File: config.mk
export PLATFORM = sky130hd
export DESIGN_NAME = stage_2_cordic_sequencer_flat
export DESIGN_NICKNAME = d
export VERILOG_FILES = /design/src/rtl/stage_2_cordic_sequencer_if.sv /design/src/rtl/stage_2_cordic_sequencer.sv /design/src/flat_wrapper.sv
export SDC_FILE = /design/constraint.sdc
export NUM_CORES = 1
export LEC_CHECK = 0
export ABC_AREA = 0
export CORE_ASPECT_RATIO = 0.7
export CORE_MARGIN = 2
export CORE_UTILIZATION = 44
export CTS_CLUSTER_DIAMETER = 50
export DETAILED_ROUTE_END_ITERATION = 7
export PLACE_DENSITY_LB_ADDON = 0.1
export SKIP_CTS_REPAIR_TIMING = 1
export SLEW_MARGIN = 20
export SYNTH_ARGS = -nofsm -noshare
export SYNTH_HDL_FRONTEND = slang
export SYNTH_SLANG_ARGS = --single-unit
File: constraint.sdc
create_clock -name clk -period 7.3 [get_ports clk]
set_clock_uncertainty 0.2 [all_clocks]
set_input_delay 1.095 -clock clk [delete_from_list [all_inputs] [get_ports clk]]
set_output_delay 1.095 -clock clk [all_outputs]
set_load 0.02 [all_outputs]
File: src/rtl/stage_2_cordic_sequencer_if.sv
`default_nettype none
// ============================================================================
// Module      : stage_2_cordic_sequencer_if
// Description : Start/done handshake between the stage-2 sequencer and the
//               shared CORDIC core.
//   cordic_start  - one-cycle request, sequencer -> core
//   cordic_angle  - signed Q2.20 angle, sequencer -> core
//   cordic_done   - result-valid pulse, core -> sequencer
//   cordic_result - signed core result, core -> sequencer
// Revision    : 1.0 - initial release
// ============================================================================
interface stage_2_cordic_sequencer_if #(
  parameter int CORDIC_DATA_WIDTH = 22
) ();
  logic                         cordic_start;
  logic [CORDIC_DATA_WIDTH-1:0] cordic_angle;
  logic                         cordic_done;
  logic [CORDIC_DATA_WIDTH-1:0] cordic_result;

  modport master (
    output cordic_start,
    output cordic_angle,
    input  cordic_done,
    input  cordic_result
  );

  modport slave (
    input  cordic_start,
    input  cordic_angle,
    output cordic_done,
    output cordic_result
  );
endinterface
`default_nettype wire

File: src/rtl/stage_2_cordic_sequencer.sv
`default_nettype none
// ============================================================================
// Module      : stage_2_cordic_sequencer
// Description : Converts three float angles to signed Q2.20, runs them one at
//               a time through a shared CORDIC core and presents the three
//               results with the registered half/square values.
//   clk, rst          - clock, synchronous active-high reset
//   clk_en            - global enable; low holds every register
//   start             - run request, accepted only in IDLE
//   x_*               - float angles per lane
//   half_in_*/square_in_*   - upstream values, registered on start
//   cordic            - master side of the CORDIC start/done handshake
//   cordic_out_*      - per-lane CORDIC results
//   half_out_*/square_out_* - registered upstream values
//   overflow          - per-lane saturation flags (bit0 = lane one)
//   busy, done        - not-IDLE flag, one-cycle results-valid flag
// Revision    : 1.0 - initial release
// ============================================================================
module stage_2_cordic_sequencer #(
  parameter int FLT_DATA_WIDTH    = 32,
  parameter int CORDIC_DATA_WIDTH = 22,
  parameter int FRAC_BITS         = 20
) (
  input  wire logic                         clk,
  input  wire logic                         rst,
  input  wire logic                         clk_en,
  input  wire logic                         start,
  input  wire logic [FLT_DATA_WIDTH-1:0]    x_one,
  input  wire logic [FLT_DATA_WIDTH-1:0]    x_two,
  input  wire logic [FLT_DATA_WIDTH-1:0]    x_three,
  input  wire logic [FLT_DATA_WIDTH-1:0]    half_in_one,
  input  wire logic [FLT_DATA_WIDTH-1:0]    half_in_two,
  input  wire logic [FLT_DATA_WIDTH-1:0]    half_in_three,
  input  wire logic [FLT_DATA_WIDTH-1:0]    square_in_one,
  input  wire logic [FLT_DATA_WIDTH-1:0]    square_in_two,
  input  wire logic [FLT_DATA_WIDTH-1:0]    square_in_three,
  stage_2_cordic_sequencer_if.master        cordic,
  output logic      [CORDIC_DATA_WIDTH-1:0] cordic_out_one,
  output logic      [CORDIC_DATA_WIDTH-1:0] cordic_out_two,
  output logic      [CORDIC_DATA_WIDTH-1:0] cordic_out_three,
  output logic      [FLT_DATA_WIDTH-1:0]    half_out_one,
  output logic      [FLT_DATA_WIDTH-1:0]    half_out_two,
  output logic      [FLT_DATA_WIDTH-1:0]    half_out_three,
  output logic      [FLT_DATA_WIDTH-1:0]    square_out_one,
  output logic      [FLT_DATA_WIDTH-1:0]    square_out_two,
  output logic      [FLT_DATA_WIDTH-1:0]    square_out_three,
  output logic      [2:0]                   overflow,
  output logic                              busy,
  output logic                              done
);

  localparam int W          = CORDIC_DATA_WIDTH;
  localparam int MANT_W     = 24;
  // Unbiased exponents at or above this many integer bits do not fit.
  localparam int INT_BITS   = W - 1 - FRAC_BITS;
  localparam int SAT_EXP    = 127 + INT_BITS;
  // Right shift applied to the 24-bit mantissa for biased exponent 0.
  localparam int SHIFT_BASE = 127 + (MANT_W - 1) - FRAC_BITS;
  localparam logic [W-1:0] POS_MAX = {1'b0, {(W-1){1'b1}}};
  localparam logic [W-1:0] NEG_MAX = {1'b1, {(W-2){1'b0}}, 1'b1};

  typedef enum logic [1:0] {
    ST_IDLE  = 2'd0,
    ST_ISSUE = 2'd1,
    ST_WAIT  = 2'd2,
    ST_DONE  = 2'd3
  } state_t;

  state_t state, state_next;

  logic [1:0]                lane;
  logic [W-1:0]              angle_q  [3];
  logic [W-1:0]              out_q    [3];
  logic [FLT_DATA_WIDTH-1:0] half_q   [3];
  logic [FLT_DATA_WIDTH-1:0] square_q [3];
  logic [2:0]                overflow_q;

  logic [FLT_DATA_WIDTH-1:0] x_in      [3];
  logic [FLT_DATA_WIDTH-1:0] half_in   [3];
  logic [FLT_DATA_WIDTH-1:0] square_in [3];
  logic [W:0]                conv      [3];  // {overflow, Q2.20 angle}

  assign x_in[0]      = x_one;
  assign x_in[1]      = x_two;
  assign x_in[2]      = x_three;
  assign half_in[0]   = half_in_one;
  assign half_in[1]   = half_in_two;
  assign half_in[2]   = half_in_three;
  assign square_in[0] = square_in_one;
  assign square_in[1] = square_in_two;
  assign square_in[2] = square_in_three;

  // Float -> signed fixed point. Truncates toward zero in magnitude; the
  // sign is applied afterwards, so negative values truncate toward zero too.
  function automatic logic [W:0] to_fixed(input logic [FLT_DATA_WIDTH-1:0] f);
    logic [7:0]        ex;
    logic [MANT_W-1:0] mant;
    logic [MANT_W-1:0] shifted;
    logic [W-1:0]      mag;
    int                sh;
    ex      = f[30:23];
    mant    = {1'b1, f[22:0]};
    sh      = SHIFT_BASE - int'(ex);
    shifted = '0;
    if (ex == 8'd0) return '0;
    if (int'(ex) >= SAT_EXP) return {1'b1, (f[31] ? NEG_MAX : POS_MAX)};
    if (sh < MANT_W) shifted = mant >> sh;
    mag = W'(shifted);
    return {1'b0, (f[31] ? (~mag + W'(1)) : mag)};
  endfunction

  for (genvar g = 0; g < 3; g++) begin : g_conv
    assign conv[g] = to_fixed(x_in[g]);
  end

  always_ff @(posedge clk) begin
    if (rst) begin
      state <= ST_IDLE;
    end else if (clk_en) begin
      state <= state_next;
    end
  end

  always_comb begin
    state_next = state;
    case (state)
      ST_IDLE:  if (start) state_next = ST_ISSUE;
      ST_ISSUE: state_next = ST_WAIT;
      ST_WAIT:  if (cordic.cordic_done) state_next = (lane == 2'd2) ? ST_DONE : ST_ISSUE;
      ST_DONE:  state_next = ST_IDLE;
      default:  state_next = ST_IDLE;
    endcase
  end

  always_ff @(posedge clk) begin
    if (rst) begin
      lane       <= '0;
      overflow_q <= '0;
      for (int i = 0; i < 3; i++) begin
        angle_q[i]  <= '0;
        out_q[i]    <= '0;
        half_q[i]   <= '0;
        square_q[i] <= '0;
      end
    end else if (clk_en) begin
      case (state)
        ST_IDLE: begin
          if (start) begin
            lane <= '0;
            for (int i = 0; i < 3; i++) begin
              angle_q[i]    <= conv[i][W-1:0];
              overflow_q[i] <= conv[i][W];
              half_q[i]     <= half_in[i];
              square_q[i]   <= square_in[i];
            end
          end
        end
        ST_WAIT: begin
          if (cordic.cordic_done) begin
            out_q[lane] <= cordic.cordic_result;
            if (lane != 2'd2) lane <= lane + 2'd1;
          end
        end
        default: ;
      endcase
    end
  end

  // Gating with clk_en keeps a stalled ISSUE cycle from issuing twice.
  assign cordic.cordic_start = (state == ST_ISSUE) && clk_en;
  // lane only changes on leaving WAIT, so the angle is stable while the
  // core works on it.
  assign cordic.cordic_angle = angle_q[lane];

  assign busy = (state != ST_IDLE);
  assign done = (state == ST_DONE);

  assign cordic_out_one   = out_q[0];
  assign cordic_out_two   = out_q[1];
  assign cordic_out_three = out_q[2];
  assign half_out_one     = half_q[0];
  assign half_out_two     = half_q[1];
  assign half_out_three   = half_q[2];
  assign square_out_one   = square_q[0];
  assign square_out_two   = square_q[1];
  assign square_out_three = square_q[2];
  assign overflow         = overflow_q;

endmodule
`default_nettype wire

File: src/flat_wrapper.sv
// flat-port wrapper written by rule: the top's interface ports become plain ports
module stage_2_cordic_sequencer_flat 
#(
  parameter int FLT_DATA_WIDTH    = 32,
  parameter int CORDIC_DATA_WIDTH = 22,
  parameter int FRAC_BITS         = 20
)
  (clk, rst, clk_en, start, x_one, x_two, x_three, half_in_one, half_in_two, half_in_three, square_in_one, square_in_two, square_in_three, cordic_out_one, cordic_out_two, cordic_out_three, half_out_one, half_out_two, half_out_three, square_out_one, square_out_two, square_out_three, overflow, busy, done, cordic_cordic_start, cordic_cordic_angle, cordic_cordic_done, cordic_cordic_result);
  stage_2_cordic_sequencer_if #(.CORDIC_DATA_WIDTH(CORDIC_DATA_WIDTH)) cordic_i ();
  input  wire logic clk;
  input  wire logic rst;
  input  wire logic clk_en;
  input  wire logic start;
  input  wire logic [FLT_DATA_WIDTH-1:0] x_one;
  input  wire logic [FLT_DATA_WIDTH-1:0] x_two;
  input  wire logic [FLT_DATA_WIDTH-1:0] x_three;
  input  wire logic [FLT_DATA_WIDTH-1:0] half_in_one;
  input  wire logic [FLT_DATA_WIDTH-1:0] half_in_two;
  input  wire logic [FLT_DATA_WIDTH-1:0] half_in_three;
  input  wire logic [FLT_DATA_WIDTH-1:0] square_in_one;
  input  wire logic [FLT_DATA_WIDTH-1:0] square_in_two;
  input  wire logic [FLT_DATA_WIDTH-1:0] square_in_three;
  output logic      [CORDIC_DATA_WIDTH-1:0] cordic_out_one;
  output logic      [CORDIC_DATA_WIDTH-1:0] cordic_out_two;
  output logic      [CORDIC_DATA_WIDTH-1:0] cordic_out_three;
  output logic      [FLT_DATA_WIDTH-1:0] half_out_one;
  output logic      [FLT_DATA_WIDTH-1:0] half_out_two;
  output logic      [FLT_DATA_WIDTH-1:0] half_out_three;
  output logic      [FLT_DATA_WIDTH-1:0] square_out_one;
  output logic      [FLT_DATA_WIDTH-1:0] square_out_two;
  output logic      [FLT_DATA_WIDTH-1:0] square_out_three;
  output logic      [2:0] overflow;
  output logic busy;
  output logic done;
  output wire logic [$bits(cordic_i.cordic_start)-1:0] cordic_cordic_start;
  output wire logic [$bits(cordic_i.cordic_angle)-1:0] cordic_cordic_angle;
  input wire logic [$bits(cordic_i.cordic_done)-1:0] cordic_cordic_done;
  input wire logic [$bits(cordic_i.cordic_result)-1:0] cordic_cordic_result;
  assign cordic_cordic_start = cordic_i.cordic_start;
  assign cordic_cordic_angle = cordic_i.cordic_angle;
  assign cordic_i.cordic_done = cordic_cordic_done;
  assign cordic_i.cordic_result = cordic_cordic_result;
  stage_2_cordic_sequencer #(.FLT_DATA_WIDTH(FLT_DATA_WIDTH), .CORDIC_DATA_WIDTH(CORDIC_DATA_WIDTH), .FRAC_BITS(FRAC_BITS)) u_core (.clk(clk), .rst(rst), .clk_en(clk_en), .start(start), .x_one(x_one), .x_two(x_two), .x_three(x_three), .half_in_one(half_in_one), .half_in_two(half_in_two), .half_in_three(half_in_three), .square_in_one(square_in_one), .square_in_two(square_in_two), .square_in_three(square_in_three), .cordic(cordic_i), .cordic_out_one(cordic_out_one), .cordic_out_two(cordic_out_two), .cordic_out_three(cordic_out_three), .half_out_one(half_out_one), .half_out_two(half_out_two), .half_out_three(half_out_three), .square_out_one(square_out_one), .square_out_two(square_out_two), .square_out_three(square_out_three), .overflow(overflow), .busy(busy), .done(done));
endmodule
# After elaboration in Yosys (flattened, before gate mapping)
# Memories as Yosys holds them, arrays and structs flattened. A register that Yosys moved wholly into a read port is not among the register bits.
# Cells that the tools add are included.
# W data, S select, Z words.
totals:
  n_memories: 4
  latch_bits: 0
  mem_bits_ro: 0
  input_bits: 315
  regBits: 7
  wordCells: 124
  output_inout_bits: 286
  ramBits: 324
mem_list:
  columns: ["memory", "depth", "word_bits", "rd", "rd_clocked_by_memory_dff", "wr", "line", "source"]
  rows:
  - ["u_core.half_q", 3, 32, 3, 0, 3, "stage_2_cordic_sequencer.sv:74", "logic [FLT_DATA_WIDTH-1:0] half_q [3];"]
  - ["u_core.square_q", 3, 32, 3, 0, 3, "stage_2_cordic_sequencer.sv:75", "logic [FLT_DATA_WIDTH-1:0] square_q [3];"]
  - ["u_core.angle_q", 3, 22, 1, 1, 3, "stage_2_cordic_sequencer.sv:72", "logic [W-1:0] angle_q [3];"]
  - ["u_core.out_q", 3, 22, 3, 0, 3, "stage_2_cordic_sequencer.sv:73", "logic [W-1:0] out_q [3];"]
op_classes:
  add_sub_neg: 7
  muxes: 70
  n_div: 0
  bitwise: 12
  eq_ne: 8
  shifts: 3
  n_reduce_logical: 11
  n_mul: 0
  magnitude_cmp: 6
ops:
  columns: ["cell", "n"]
  rows:
  - ["$mux W22", 19]
  - ["$mux W23", 12]
  - ["$mux W32", 6]
  - ["$lt A32 B6 Y1 const B", 3]
  - ["$shr A24 B32 Y22", 3]
  - ["$add A22 B1 Y22 const B", 3]
  - ["$not A22 Y22", 3]
  - ["$sub A8 B8 Y9 const A", 3]
  - ["$ge A8 B8 Y1 const B", 3]
  - ["$logic_not A8 Y1", 3]
  - ["$mux W1", 22]
  - ["$reduce_or A22 Y1", 1]
  - ["$mux W2", 9]
  - ["$or A1 B1 Y1", 9]
  - ["$pmux W2 S4", 1]
  - ["$eq A2 B2 Y1 const B", 3]
  - ["$ne A2 B2 Y1 const B", 3]
  - ["$reduce_and A3 Y1", 2]
  - ["$reduce_and A5 Y1", 1]
  - ["$pmux W2 S2", 1]
  - ["$reduce_bool A2 Y1", 2]
  - ["$add A2 B1 Y2 const B", 1]
  - ["$eq A2 B1 Y1 const B", 1]
  - ["$logic_not A2 Y1", 1]
  - ["other kinds (2)", 2]

# Depth between registers and ports, before layout
# Gate-level depths: netlist (run 1).
depth:
  word_depth: 11
  mapped_depth: 20

# Worst setup path after synthesis (run 1)
# OpenSTA, ideal clock, no wires.
synth_timing:
  path_type: "input -> register"
  from: "input rst"
  to: "memory u_core.angle_q[0][0] in the netlist's numbering, enable pin"
  setup_slack_ps: 35
  arrival_time_ps: 6457
  setup_time_ps: 608
  path_buffers: 1
  cell_stages: 3
  t_required_ps: 6492
  cell_sequence: "clkbuf_1 > a31oi_1 > inv_1"
synth_lines:
  columns: ["item", "line", "source"]
  rows:
  - ["start, declared", "flat_wrapper.sv:11", "input wire logic rst;"]
  - ["end, declared", "stage_2_cordic_sequencer.sv:72", null]

==> results.toml, run 1 <==
[outcome]
status = "finished, final reports clean"

[place]
gp_congestion = 0.956
dp_hpwl_um = 63400
io_buffers = 600
placedCellCount = 3062
place_area_um2 = 27100

[drt]
drt_iter0_drc = 2434
drc_errors = 0
post_drt_wl_per_cell_um = 26.1
via_per_inst = 6.03
num_vias = 18800
detail_route.wirelength_um = 81700
ant_nets = 0
firstDrtPassIters = 6

[clock_network]
cts_buffers = 37
cts.clk_slew.worst_paths_ns = 0.06
clock-sinks = 333
htreeDepth = 2
cts_tree = "done"
clock_path_buffers = 3
insertion_delay_ns = 0.54
cts-root-buf = "clkbuf_16"

[critical_path]
crit_chain = "clkdlybuf4s50_1 > or4_4 > or3_1 > a2111oi_4 > buf_4 > buf_4 > a221oi_1 > nor4_1 > nand2_1 > o311ai_1 > inv_1 > ha_1 > nor3b_2 > and2_1 > a2111oi_0 > o22ai_1"
path_buf_inv = 4
r2r_end = "u_core.square_q[0][84]"
cp.arrival_ns = 6.25
reg2reg_depth = 6
required_ns = 7.36
crit-reg2reg-launch = "u_core.state[1]"
worstPathMaxFanout = 21
timing.critical_path.to_type = "flop"
crit_path_start_kind = "input port"
worstSetupPathType = "in2reg"
crit_slowest_cell = "or4_4"
cpPeakStageDelay_ns = 0.67
cp_top_family = "simple AND/OR/NAND/NOR gates"
crit_start = "x_one[25]"
reg2reg_slack_ns = 3.93
crit_path_frequent_cell = "buf_4"

[final_layout]
fin_cells = 3127
nFillCells = 3768
drive_gt1_frac = 0.0930
design_area_um2 = 28300
insertedDiodeCount = 0
postLayoutCoreUtil = 0.612
area_growth_syn_to_layout_pct = 37.7
fin_nets = 2816

[logic_synthesis]
synth_top_cell_by_area = "edfxtp_1"
yosys_most_used_dff = "edfxtp_1"
ys_seq_area_frac = 0.482
syn_area_um2 = 20500
synth_cell_types = 97
synth_area_leaders = "edfxtp_1 47%, and2_1 6.1%, mux4_2 5.0%, mux2i_1 3.1%, nand2_1 3.0%"
yosysWarnings = 0
synth-edff-count = 324
syn_nets = 2265
syn_area_per_cell_um2 = 10.6
synth_top_area_frac = 0.474
synth_seq_cells = 333
syn_inst = 1938
async_flop_share = 0

[timing]
finalSetupViolCount = 0
fmax_mhz = 162
final_max_slew_viol_count = 0
setup_tns_ns = 0
slew_headroom = 0.291
period_needed_ns = 6.19
rsz0062_at_grt = "false"
finalCritPeriodShare = 0.848
tightestPinTransition_ns = 1.06
final_hold_viol_count = 0

[grt]
grt_pass1_wl_um = 116000
antenna_found_initial = 3
overflow = 0
grt_use_total = 0.320
grt_pass1_vias = 17100
grt_max_degree = 125

[power]
p_leak_nw = 10.4
power_density_nw_per_um2 = 195
ir_drop_v = 0.000138

[floorplanning]
start_util = 0.444
row_count = 66
num_io_pins = 601
fp.dieW_um = 262
core_region_area_um2 = 46200
die_h_um = 185
die-area_um2 = 48500

[worst_hold_path]
min_from = "u_core.overflow[1]"
hold_path_depth = 2
hold_path_end = "u_core.overflow[1]"
hp-class = "reg2reg"

[flow_run]
drv_cap = 0
-- cell usage in the layout (no fill, tap or decap), types with 33 or more instances in the layout --
master and n:
clkdlybuf4s50_1 599, edfxtp_1 324, and2_1 200, nand2_1 166, nor2_1 135, a21oi_1 85
and3_1 75, o21ai_0 67, mux2i_1 64, buf_4 55, nand3_1 48, mux4_2 46
nor3_1 44, clkbuf_16 37, a211oi_1 33
-- synth_stat cells, drive strengths merged (7+ instances only) --
cell	number
mux2i	64
clkbuf	111
nor4	19
o21ai	71
mux4	46
a21oi	87
nor3	46
or3	13
and2	200
dfxtp	9
a31oi	27
nand2b	15
a22oi	21
or3b	10
ha	12
nand4	22
nand3b	13
o31ai	11
o21a	8
nand3	48
xnor2	26
buf	33
and3	75
a211oi	33
xor2	11
or2	7
nor2	137
o211ai	13
mux2	29
o21bai	9
edfxtp	324
a311o	7
nor2b	8
a2111oi	8
o311ai	8
a21o	11
or4	8
o22ai	20
inv	32
a221oi	30
nand2	166
-- worst reg2reg max path, stage by stage (launching register included) --
cell and delay, ns:
dfxtp_1 0.39, nor2_1 0.27, nand3_1 0.18, nor2_4 0.23
buf_4 0.58, buf_4 0.89, and2_1 0.43
-- layout make-up --
cell class / instances / area (µm²) / area share
flip-flops and latches: 333 / 9910 / 0.350
well taps: 612 / 766 / 0.0271
inverters: 36 / 143 / 0.00504
clock buffers: 44 / 952 / 0.0337
repair buffers: 656 / 6420 / 0.227
clock inverters: 21 / 188 / 0.00663
multi-input cells: 1425 / 9910 / 0.350
-- state kept, by name (all words and copies together) (netlist names), named ones only --
register,flops
u_core.square_q,96
u_core.overflow,3
u_core.state,2
u_core.angle_q,66
u_core.half_q,96
u_core.lane,2
u_core.out_q,66
-- cells by family (layout without fill, tap and decap cells) --
kind of cell,Yosys count,in the layout,synth area share
buf+inv,180,757,0.0372
fa+ha+maj,12,12,0.00731
xor+xnor,37,37,0.0161
simple gates,807,807,0.210
flops,333,333,0.482
mux,139,139,0.0975
compound gates,430,430,0.150
-- routing by layer --
metal | up-vias | track usage | routed length, µm
met5 | - | 0 | 13
met1 | 9324 | 0.439 | 34000
met4 | 2 | 0.0961 | 2670
met3 | 115 | 0.0770 | 6860
li1 | 8492 | - | -
met2 | 915 | 0.505 | 38200
-- worst max-delay path by stage --
stage	end	cells after the start
finish	u_core.angle_q[0][16]	16
global route	u_core.angle_q[0][16]	14
CTS	u_core.angle_q[0][16]	16
detailed placement	u_core.angle_q[0][16]	16
global placement	u_core.angle_q[0][16]	16
floorplan	u_core.angle_q[0][0]	3
-- metrics by stage --
step / total power (W) / hold WS (ns) / setup slack (ns)
after floorplan: 0.00309 / 0.280 / 0.0349
after global placement: 0.00372 / 0.234 / 0.733
after detailed placement: 0.00373 / 0.246 / 0.703
after CTS: 0.00552 / 0.255 / 1.22
after global routing: 0.00570 / 0.269 / 0.796
final: 0.00552 / 0.251 / 1.11
-- report_power, final --
group	switching (W)	internal (W)
clock	0.000793	0.00102
sequential	0.0000453	0.00223
combinational	0.000822	0.000620
(Power assumes the default switching activity.)
==> inputs of run 2 (changes only) <==
Settings changed: CORE_AREA set to 2 2 234 236, CORE_ASPECT_RATIO 0.7 to unset, CORE_MARGIN 2 to unset, CORE_UTILIZATION 44 to unset, DIE_AREA set to 0 0 236 238.
Clock period 7.3 ns to 6.1 ns, I/O delays scaled along.
==> results.toml, run 2 (synthesized netlist as in run 1, its figures left out) <==
[place]
dp_hpwl_um = 65200
io_buffers = 600
gp_congestion = 0.959

[final_layout]
layout_commonest_cell = "clkdlybuf4s50_1"
reg.largest.list = "u_core.half_q (96), u_core.square_q (96)"
drive_gt1_frac = 0.115
fin_nets = 2871
area_growth_syn_to_layout_pct = 41.2
final_cell_mix = "599 x clkdlybuf4s50_1, 324 x edfxtp_1, 200 x and2_1, 166 x nand2_1, 135 x nor2_1"
nFillCells = 4710

[drt]
drt_iter0_drc = 1945
detail_route.wirelength_um = 84100
post_drt_wl_per_cell_um = 25.7
drc_errors = 0
via_per_inst = 5.77
num_vias = 18900
ant_nets = 0
firstDrtPassIters = 6

[clock_network]
insertion_delay_ns = 0.58
clock_path_buffers = 3
htreeDepth = 2
cts_buffers = 43
cts.clk_slew.worst_paths_ns = 0.06
cts-root-buf = "clkbuf_16"
cts_tree = "done"
clock-sinks = 333

[timing]
rsz0062_at_grt = "false"
finalSetupViolCount = 0
setup_tns_ns = 0
tightestPinTransition_ns = 0.974
final_hold_viol_count = 0
holdWs_ns = 0.248
finalCritPeriodShare = 0.895
final_max_slew_viol_count = 0
slew_headroom = 0.351
fmax_mhz = 183
period_needed_ns = 5.46

[power]
power_density_nw_per_um2 = 236
ir_drop_v = 0.000184
p_leak_nw = 10.8

[grt]
grt_pass1_wl_um = 121000
antenna_found_initial = 8
overflow = 0
grt_max_degree = 194
grt_use_total = 0.288
grt_pass1_vias = 17700

[critical_path]
cp.arrival_ns = 5.54
worstSetupPathType = "in2reg"
timing.critical_path.to_type = "flop"
crit_path_start_kind = "input port"
worstPathMaxFanout = 12
required_ns = 6.18
reg2reg_slack_ns = 3.02

[outcome]
status = "finished, final reports clean"

[floorplanning]
fp.dieW_um = 236
core_region_area_um2 = 53500
row_count = 85
start_util = 0.384
num_io_pins = 601
die-area_um2 = 56200
die_h_um = 238

[flow_run]
drv_cap = 0

[worst_hold_path]
hp-class = "reg2reg"
-- run 2: changes by cell type in the layout (fill, tap and decap cells not counted), moves of 2 or more --
cell / before / now
buf_12: 0 / 3
clkinv_2: 3 / 6
clkinvlp_4: 1 / 7
diode_2: 0 / 2
bufinv_16: 2 / 0
buf_4: 55 / 100
inv_6: 5 / 2
clkbuf_16: 37 / 43
inv_8: 2 / 4
-- run 2: area by class of cell --
class,instances,area (µm²),share of cell area
Inverter,36,139,0.00479
Clock inverter,28,213,0.00734
Multi-Input combinational cell,1425,9910,0.342
Sequential cell,333,9910,0.342
Antenna cell,2,5.00,0.000173
Clock buffer,49,1100,0.0379
Tap cell,696,871,0.0300
Timing Repair Buffer,705,6850,0.236
-- run 2: where the power goes --
group	internal [W]	switching, W	leakage, nW
clock network	0.00132	0.00104	0.629
registers	0.00266	0.0000539	3.49
logic	0.000775	0.000989	6.65
-- run 2: worst max-delay path, stage by stage --
cell and delay [ns]:
clkdlybuf4s50_1 0.61, inv_1 0.08, ha_1 0.59, buf_4 0.29, mux2i_1 0.34, mux2i_1 0.19
o21ai_0 0.40, o31ai_1 0.14, nand3_1 0.18, ha_1 0.21, o41ai_1 0.09, a211oi_1 0.39
nand3b_1 0.17, or2_2 0.34, o311ai_0 0.60
-- run 2: layer usage --
layer	GRT usage	part of all wire	vias up	routed length, µm
met3	0.0526	0.075	101	6300
met5	0	0	-	0
li1	-	-	8612	-
met2	0.480	0.49	855	41100
met1	0.386	0.41	9320	34700
met4	0.0772	0.024	0	2060
-- run 2: final timing paths --
path | endpoint | start | cells past startpoint
worst min-delay path | u_core.overflow[1] | u_core.overflow[1] | 2
worst min register to register | u_core.overflow[1] | u_core.overflow[1] | 2
worst max register to register | u_core.angle_q[1][16] | u_core.state[1] | 6
worst max-delay path | u_core.angle_q[1][16] | x_two[24] | 15
-- run 2: per-stage QoR --
| step | setup WS (ns) | utilization | instance area, µm² | power (W) | instances |
|---|---|---|---|---|---|
| 2_1_floorplan | 0.0659 | - | 20500 | 0.00369 | 1938 |
| 3_3_place_gp | 0.179 | 0.517 | 27600 | 0.00450 | 3194 |
| 3_5_place_dp | 0.152 | 0.517 | 27600 | 0.00450 | 3194 |
| 4_1_cts | 0.753 | 0.541 | 29000 | 0.00688 | 3271 |
| 5_1_grt | 0.401 | 0.542 | 29000 | 0.00710 | 3274 |
| 6_report | 0.642 | 0.542 | 29000 | 0.00685 | 3274 |
==> inputs of run 3 (changes only) <==
Settings changed: CORE_AREA 2 2 234 236 to unset, CORE_ASPECT_RATIO set to 0.7, CORE_MARGIN set to 2, CORE_UTILIZATION set to 44, DIE_AREA 0 0 236 238 to unset.
Clock period 6.1 ns to 4.5 ns, I/O delays scaled along.
==> results.toml, run 3 (synthesized netlist as in run 1, its figures left out) <==
[drt]
firstDrtPassIters = 6
top_layer_used = "met5"
route.met3.wl_um = 8400
drc_errors = 0
post_drt_wl_per_cell_um = 24.8
detail_route.wirelength_um = 87300
met1_length_um = 35600
wl_met2_um = 39700
ant_nets = 0
via_per_inst = 5.81
drt_iter0_drc = 2273
num_vias = 20500

[floorplanning]
row_count = 66
start_util = 0.444
core_region_area_um2 = 46200
fp.dieW_um = 262
die-area_um2 = 48500
die_h_um = 185
num_io_pins = 601

[critical_path]
cpPeakStageDelay_ns = 0.57
worstPathMaxFanout = 6
crit_slowest_cell = "or4_4"
crit_path_frequent_cell = "buf_4"
timing.critical_path.to_type = "flop"
cp.arrival_ns = 4.73
required_ns = 4.67
worstSetupPathType = "in2reg"
crit_chain = "dlymetal6s2s_1 > or4_4 > buf_4 > nor4_4 > a2111oi_4 > buf_6 > buf_2 > buf_4 > a221oi_1 > a311o_1 > a22o_1 > o32ai_2 > a21oi_4 > buf_4 > nand4_2 > buf_4 > or4_1 > a31oi_2"
crit_path_start_kind = "input port"
reg2reg_slack_ns = 1.40

[timing]
final_hold_viol_count = 0
tightestPinTransition_ns = 0.857
rsz0062_at_grt = "true"
finalSetupViolCount = 1
final_max_slew_viol_count = 0
period_needed_ns = 4.56
setup_slack_ns = -0.0611
slew_headroom = 0.428
setup_tns_ns = -0.0611
fmax_mhz = 219
finalCritPeriodShare = 1.01

[outcome]
status = "finished, violations left"
violations = "setup timing"

[power]
ir_drop_v = 0.000262
p_leak_nw = 12.5
power_density_nw_per_um2 = 301

[grt]
grt_pass1_vias = 18900
overflow = 0
grt_max_degree = 194
antenna_found_initial = 14
grt_use_total = 0.340
grt_pass1_wl_um = 124000

[final_layout]
fin_nets = 3203
reg.largest.list = "u_core.half_q (96), u_core.square_q (96)"
drive_gt1_frac = 0.239
layout_commonest_cell = "clkdlybuf4s50_1"
area_growth_syn_to_layout_pct = 55.1
final_cell_mix = "591 x clkdlybuf4s50_1, 430 x buf_4, 324 x edfxtp_1, 200 x and2_1, 166 x nand2_1"

[place]
gp_congestion = 0.987
pre_cts_ws_ns = -0.832
io_buffers = 600
dp_hpwl_um = 68200

[clock_network]
clock_path_buffers = 3
clock-sinks = 333
cts-root-buf = "clkbuf_16"
cts_buffers = 37
insertion_delay_ns = 0.55
htreeDepth = 2
cts.clk_slew.worst_paths_ns = 0.06
cts_tree = "done"

[flow_run]
drv_cap = 0

[worst_hold_path]
hp-class = "reg2reg"
-- run 3: power breakdown --
part           internal [W]  switching [W]
registers           0.00361      0.0000780
clock network       0.00170        0.00131
logic               0.00141        0.00149
-- run 3: final cells by class --
| type | instances | area [µm²] |
|---|---|---|
| fill | 3539 | 14400 |
| inverter | 36 | 164 |
| antenna | 8 | 20.0 |
| clock buffer | 44 | 983 |
| tap | 612 | 766 |
| timing repair buffer | 1042 | 9430 |
| multi-input combinational | 1426 | 10400 |
| sequential | 333 | 9910 |
| clock inverter | 22 | 205 |
-- run 3: per-layer routing --
metal | up-vias | GRT usage
met4 | 8 | 0.123
met2 | 1034 | 0.529
li1 | 9274 | -
met3 | 160 | 0.0791
met1 | 9976 | 0.464
met5 | - | 0
-- run 3: through the flow --
stage | instances | instance area (µm²) | hold WS (ns) | utilization | power (W)
3_3_place_gp | 3416 | 30000 | 0.243 | 0.649 | 0.00647
3_5_place_dp | 3416 | 30000 | 0.255 | 0.649 | 0.00649
2_1_floorplan | 1938 | 20900 | 0.275 | - | 0.00505
4_1_cts | 3482 | 31200 | 0.271 | 0.675 | 0.00947
6_report | 3523 | 31900 | 0.271 | 0.689 | 0.00960
5_1_grt | 3519 | 31900 | 0.309 | 0.689 | 0.00991
-- run 3: worst max-delay path, delay by kind of cell --
| kind | cells | cell delay, ns |
|---|---|---|
| AND/OR/NAND/NOR | 4 | 1.49 |
| AO/OA/AOI/OAI | 7 | 1.46 |
| buffers and inverters | 7 | 1.10 |
-- run 3: final timing paths --
| kind | start | endpoint | depth (start not counted) |
|---|---|---|---|
| max | x_one[26] | u_core.angle_q[0][18] | 18 |
| min | u_core.overflow[2] | u_core.overflow[2] | 2 |
| max reg2reg | u_core.state[1] | u_core.angle_q[1][17] | 10 |
| min reg2reg | u_core.overflow[2] | u_core.overflow[2] | 2 |
